File: config.mk
export PLATFORM = sky130hd
export DESIGN_NAME = instr_sequencer
export DESIGN_NICKNAME = d
export VERILOG_FILES = /design/src/rtl/instr_sequencer.sv
export SDC_FILE = /design/constraint.sdc
export NUM_CORES = 1
export LEC_CHECK = 0
export ABC_AREA = 1
export CAP_MARGIN = 10
export CORE_ASPECT_RATIO = 1.25
export CORE_MARGIN = 3
export CORE_UTILIZATION = 58
export DETAILED_ROUTE_END_ITERATION = 10
export HOLD_SLACK_MARGIN = 0.03
export PLACE_DENSITY = 0.79
export SLEW_MARGIN = 30
export SYNTH_ARGS = -nofsm -noshare
export SYNTH_HDL_FRONTEND = slang
export SYNTH_SLANG_ARGS = --single-unit
File: constraint.sdc
create_clock -name clk -period 2.3 [get_ports clk]
set_input_delay 0.46 -clock clk [delete_from_list [all_inputs] [get_ports clk]]
set_output_delay 0.46 -clock clk [all_outputs]
set_load 0.02 [all_outputs]
File: src/rtl/instr_sequencer.sv
// Issue-side sequencer: streams a loaded program into the processor one word per
// cycle and captures the returning results, tagged with their program index.
module instr_sequencer #(
  parameter int         DEPTH = 16,
  parameter int         AW    = 4,
  parameter int         LAT   = 3,
  parameter logic [7:0] NOP   = 8'h07
) (
  input  logic          clk,
  input  logic          reset,
  input  logic          prog_we,
  input  logic [AW-1:0] prog_addr,
  input  logic [7:0]    prog_data,
  input  logic [AW:0]   prog_len,
  input  logic          start,
  input  logic          hold,
  output logic [7:0]    instr_out,
  output logic          instr_valid,
  input  logic [7:0]    result_in,
  output logic          res_valid,
  output logic [7:0]    res_data,
  output logic [AW-1:0] res_idx,
  output logic          busy,
  output logic          done
);

  typedef enum logic [1:0] {IDLE, ISSUE, DRAIN, DONE} state_t;

  localparam logic [AW:0] DEPTH_L = (AW+1)'(DEPTH);
  localparam logic [AW:0] ONE     = (AW+1)'(1);

  state_t        state_q;
  logic [AW:0]   pc_q, len_q, cnt_q;
  logic [AW:0]   len_sat_d, cnt_d, pc_inc_d;
  logic [7:0]    instr_q;
  logic          ivalid_q;
  logic [AW-1:0] iidx_q;
  logic          vpipe_q [LAT];
  logic [AW-1:0] ipipe_q [LAT];
  logic          res_valid_q, busy_q, done_q;
  logic [7:0]    res_data_q;
  logic [AW-1:0] res_idx_q;
  logic          cap_d;
  logic [7:0]    mem_q [DEPTH];

  // Program memory is deliberately left out of reset so a loaded program survives it.
  always_ff @(posedge clk) begin
    if (prog_we && state_q == IDLE) mem_q[prog_addr] <= prog_data;
  end

  always_comb begin
    len_sat_d = (prog_len > DEPTH_L) ? DEPTH_L : prog_len;
    cap_d     = vpipe_q[LAT-1];
    cnt_d     = cap_d ? cnt_q + ONE : cnt_q;
    pc_inc_d  = pc_q + ONE;
  end

  always_ff @(posedge clk or posedge reset) begin
    if (reset) begin
      state_q     <= IDLE;
      pc_q        <= '0;
      len_q       <= '0;
      cnt_q       <= '0;
      instr_q     <= NOP;
      ivalid_q    <= 1'b0;
      iidx_q      <= '0;
      res_valid_q <= 1'b0;
      res_data_q  <= '0;
      res_idx_q   <= '0;
      busy_q      <= 1'b0;
      done_q      <= 1'b0;
      for (int i = 0; i < LAT; i++) begin
        vpipe_q[i] <= 1'b0;
        ipipe_q[i] <= '0;
      end
    end else begin
      vpipe_q[0] <= ivalid_q;
      ipipe_q[0] <= iidx_q;
      for (int i = 1; i < LAT; i++) begin
        vpipe_q[i] <= vpipe_q[i-1];
        ipipe_q[i] <= ipipe_q[i-1];
      end
      res_valid_q <= cap_d;
      if (cap_d) begin
        res_data_q <= result_in;
        res_idx_q  <= ipipe_q[LAT-1];
      end
      cnt_q  <= cnt_d;
      done_q <= 1'b0;

      case (state_q)
        IDLE: begin
          instr_q  <= NOP;
          ivalid_q <= 1'b0;
          if (start) begin
            len_q <= len_sat_d;
            pc_q  <= '0;
            cnt_q <= '0;
            if (len_sat_d != '0) begin
              state_q <= ISSUE;
              busy_q  <= 1'b1;
            end else begin
              state_q <= DONE;
              done_q  <= 1'b1;
            end
          end
        end
        ISSUE: begin
          if (!hold) begin
            instr_q  <= mem_q[pc_q[AW-1:0]];
            ivalid_q <= 1'b1;
            iidx_q   <= pc_q[AW-1:0];
            pc_q     <= pc_inc_d;
            if (pc_inc_d == len_q) state_q <= DRAIN;
          end else begin
            instr_q  <= NOP;
            ivalid_q <= 1'b0;
          end
        end
        DRAIN: begin
          instr_q  <= NOP;
          ivalid_q <= 1'b0;
          // Count includes this edge's capture so done lines up with the last result.
          if (cnt_d == len_q) begin
            state_q <= DONE;
            busy_q  <= 1'b0;
            done_q  <= 1'b1;
          end
        end
        DONE: begin
          state_q <= IDLE;
        end
        default: begin
          state_q <= IDLE;
        end
      endcase
    end
  end

  assign instr_out   = instr_q;
  assign instr_valid = ivalid_q;
  assign res_valid   = res_valid_q;
  assign res_data    = res_data_q;
  assign res_idx     = res_idx_q;
  assign busy        = busy_q;
  assign done        = done_q;

endmodule

After elaboration in Yosys (flattened, before gate mapping)
Memories as Yosys holds them, arrays and structs flattened.
Index checks and enable logic that the tools add are counted.
{ "classes": {"add_sub_neg": 2, "muxes": 27, "n_eq_ne": 10, "magnitude_cmp": 1, "n_reduce_logical": 12, "n_bitwise": 1} }
{ "op_table": {"columns": ["operator", "count"], "rows": [
  ["$mux W5", 6],
  ["$pmux W8 S2", 1],
  ["$add A5 B1 Y5 const B", 2],
  ["$eq A5 B5 Y1", 2],
  ["$mux W2", 5],
  ["$pmux W5 S2", 1],
  ["$mux W1", 9],
  ["$mux W8", 1],
  ["$ne A2 B2 Y1 const B", 4],
  ["$pmux W2 S4", 1],
  ["$reduce_and A4 Y1", 2],
  ["$pmux W1 S2", 3],
  ["$reduce_bool A2 Y1", 3],
  ["$gt A5 B5 Y1 const B", 1],
  ["$reduce_bool A5 Y1", 1],
  ["$eq A2 B2 Y1 const B", 2],
  ["$reduce_and A2 Y1", 2],
  ["$reduce_and A3 Y1", 1],
  ["$eq A2 B1 Y1 const B", 1],
  ["$logic_not A2 Y1", 1],
  ["$ne A2 B1 Y1 const B", 1],
  ["$reduce_or A2 Y1", 1],
  ["$logic_and A1 B1 Y1", 1],
  ["$not A1 Y1", 1]
]} }
{ "word_totals": {"reg_bits": 60, "in_bits": 30, "out_inout_bits": 24, "wordCells": 72, "n_memories": 1, "mem_bits_rw": 128} }
{ "mem_list": {"columns": ["name", "depth", "word_bits", "rd", "rd_ports_with_merged_regs", "wr", "line_no", "source"], "rows": [
  ["mem_q", 16, 8, 1, 0, 1, "44", "logic [7:0] mem_q [DEPTH];"]
]} }

Longest topological paths before layout
{ "logic_depth": {"word_depth": 6, "mapped_depth": 13, "depth_no_buf": 12} }

Worst setup path before layout
Ideal clock, no wire load.
{ "synth_path": {"path_type": "flip-flop to flip-flop", "startpoint": "register state_q[0]", "endpoint": "memory mem_q[4][0], enable pin", "path_buffers": 0, "setup_time_ps": 370, "required_time_ps": 1930, "setup_slack_ps": 566, "arrival_ps": 1363, "path_stages_with_launch": 7, "path_cell_list": "dfrtp_1 > inv_1 > ha_1 > nand2_1 > inv_1 > nand3b_1 > nor2_1"} }
{ "synth_between": {"elab_chain_cells": 4} }
{ "synth_lines": {"columns": ["element", "line_no", "source"], "rows": [
  ["start, declared", "32", "state_t state_q;"],
  ["start signal, assigned", "60", "state_q <= IDLE;"],
  ["start signal, assigned", "100", "state_q <= ISSUE;"],
  ["start signal, assigned", "103", "state_q <= DONE;"],
  ["$logic_not A2 Y1", "48", "if (prog_we && state_q == IDLE) mem_q[prog_addr] <= prog_data;"],
  ["$logic_and A1 B1 Y1", "48", null],
  ["$mux W1", "48", null],
  ["$mux W1 (implied by the code)", "48", null],
  ["end, declared", "44", null]
]} }
Every way passes these cells.

Worst setup path after layout
{ "layout_path": {"startpoint": "register instr_q[2], in the netlist instr_out[2]", "endpoint": "output port instr_out[2]"} }
{ "layout_rtl": {"columns": ["element", "line_no", "source"], "rows": [
  ["start, declared", "35", "logic [7:0] instr_q;"],
  ["start signal, assigned", "110", "instr_q <= mem_q[pc_q[AW-1:0]];"],
  ["end, declared", "17", "output logic [7:0] instr_out,"]
]} }
No word-level cell between the ends.

==> run metrics <==
status=completed; RSZ-0062 raised after global routing=no; antenna diode count=0; fmax=around 490 MHz; port bufs=between 50 and 60; CTS root buf=clkbuf_16; synthesized netlist net count=about 710; area leader, netlist=edfxtp_1; max-slew violations=0; R2R Setup Slk=0.33 ns; Final Critical Period=between 2 and 2.5 ns; synth top area cells=edfxtp_1, dfrtp_1, nand2_1, nor2_1, o21ai_0; cells after synthesis=670; Detailed Place HPWL=~13000 um; post-CTS setup buffer count=0; share of the synthesized area in the top cell type=around half; crit end category=output pin; clock sinks=~190; Post-synth EDFFs=128; Final Setup Violations=0; critical path cell sequence=clkdlybuf4s50_1; Final Hold Viols=0; clk_skew=about 0.0086 ns; register area share after synthesis=between 70 and 80%; Cell Rows=between 40 and 50; worst path bufs/invs=1; Async SR Flop Fraction=31.9%; CTS max path bufs=2; slowest CP cell=clkdlybuf4s50_1; H-tree depth=4; largest net degree at the start of global routing=35; Post-Syn Area=about 7600 um2; CP delay by family, top=buffers and inverters; distinct cell type count after synthesis=29; required time of the critical path=1.84 ns; Initial Utilization=between 50% and 60%; Die X=between 100 and 150 um; fin crit share=88.1%; Seq cells post-synth=188; slew at the pin closest to its max-slew limit=~0.56 ns; core area=around 13000 um2; fin nets=793; leakage power=approximately 3.6 nW; die area=between 10000 and 15000 um2; Power, Total=~11 mW; DR vias/cell=roughly 6; grt total ovfl=0; PwrDens=between 1000 and 1500 nW/um2; dpl cell area=between 8000 and 9000 um2; maximum VDD drop=slightly below 0.7 mV; vias in the first global route=between 5000 and 6000; share of cells above drive strength 1=between 10% and 20%; cell area after layout=~9000 um2; first-pass detailed-route iteration total=6; Initial DRC Count=~540; GPL Wtd Cong=between 0.8 and 0.9; Worst-path clk slew=about 0.070 ns; CP startpoint kind=flop; final wirelength=between 15000 and 20000 um; pre-CTS setup slack=0.311 ns; critical path's largest stage delay=~0.60 ns; HP Class=reg2reg; CP Class=reg2out; DR DRC count=0; Slew headroom=about 63%; first-pass GRT wire length=between 20000 and 30000 um; # Max-Cap Violations=0; setup ws final=about 0.27 ns; Worst Path Max Fanout=2; DR vias=5499; Clk Latency, worst-skew pair=between 0.4 and 0.5 ns; GRT Util Overall=a little over a quarter; number of synthesis warnings=0; fill count=about 880; cts bufs inserted=17; CTS tree=done; Post-synth top flop=edfxtp_1; post-cts sizing count=0; WL/cell=around 19 um; Avg Inst Size Synth=11.4 um2; antenna violations before repair=0; IO Pins=54; DRT antenna net count=0; Area Overhead vs Synth=19.8%; Die Span Y=134 um; # hold bufs at CTS=0; worst path arrival time=~1.6 ns; setup TNS=0 ns
-- placed cells by master (no fill, tap or decap), types with 2 or more instances in the layout --
cell type          n
a21oi_1           30
buf_4             43
clkbuf_16         17
clkdlybuf4s50_1   53
clkinv_4           2
clkinv_8           2
dfrtp_1           57
dfstp_2            3
edfxtp_1         128
ha_1               6
inv_1             42
inv_2              2
inv_4              2
inv_6              3
inv_8              5
nand2_1          130
nand2_2            3
nand3_1           23
nand3_2            3
nand4_1            8
nor2_1            94
nor2_2             2
o211ai_1           9
o21ai_0           52
o21ai_1           18
o221ai_1           8
o22ai_1           17
-- metrics by stage --
step                util, %  hold WS [ns]  instances
detailed placement     66.7         0.336        906
CTS                    71.4         0.353        938
global route           71.4         0.358        938
finish                 71.4         0.349        938
floorplan                 -         0.331        670
global placement       66.7         0.333        906
-- layout make-up --
class / instances / area [um2] / share of cell area (%)
Sequential cell: 188 / 5350 / 58.6
Multi-Input combinational cell: 408 / 1930 / 21.2
Timing Repair Buffer: 96 / 853 / 9.36
Clock buffer: 17 / 425 / 4.66
Tap cell: 168 / 210 / 2.30
Inverter: 46 / 178 / 1.95
Clock inverter: 15 / 175 / 1.92
-- cell usage after synthesis, drive strengths merged (3+ instances only) --
cell type,count
a21oi,30
inv,46
o221ai,8
nand2,134
o22ai,17
clkbuf,6
buf,22
edfxtp,128
nand4,8
o21ai,71
dfstp,3
o211ai,9
dfrtp,57
ha,6
nor2,96
nand3,26
-- final timing paths --
path / cells after the start / endpoint / from
setup / recovery: 1 / instr_out[2] / instr_out[2]
min in group asynchronous: 2 / instr_out[4] / reset
setup reg to reg: 8 / instr_out[7] / pc_q[0]
hold reg to reg: 0 / ipipe_q[7] / ipipe_q[11]
hold / removal: 0 / ipipe_q[7] / ipipe_q[11]
max in group asynchronous: 3 / instr_out[2] / reset
-- routing by layer --
metal  vias up  track usage [%]  part of all wire (%)
met2       295             44.6                    52
met1      2638             30.9                    36
li1       2499                -                     -
met5         -                0                     0
met3        67             5.20                   7.3
met4         0             14.2                   5.0
-- logic make-up (layout without fill, tap and decap cells) --
kind of cell / after synthesis / count (layout) / share of synthesized area, %
AO/OA/AOI/OAI: 135 / 135 / 9.89
AND/OR/NAND/NOR: 267 / 267 / 14.5
flip-flops: 188 / 188 / 70.3
adder cells (fa/ha/maj): 6 / 6 / 0.986
buffers and inverters: 74 / 174 / 4.37
-- power by group --
part           leakage, nW  switching, mW  internal [mW]
Sequential            1.93          0.291           4.12
Combinational         1.39           2.10           1.15
Clock                0.290           1.34           1.56
Total                 3.62           3.73           6.83
-- state kept, by name, indices dropped and copies added (netlist names) --
name	flops
busy	1
cap_d	1
cnt_q	5
done	1
iidx_q	4
instr_out	8
instr_valid	1
ipipe_q	12
len_q	5
mem_q	128
pc_q	5
res_data	8
res_idx	4
res_valid	1
state_q	2
vpipe_q	2
Note: power is estimated with default switching activity, not from simulation.
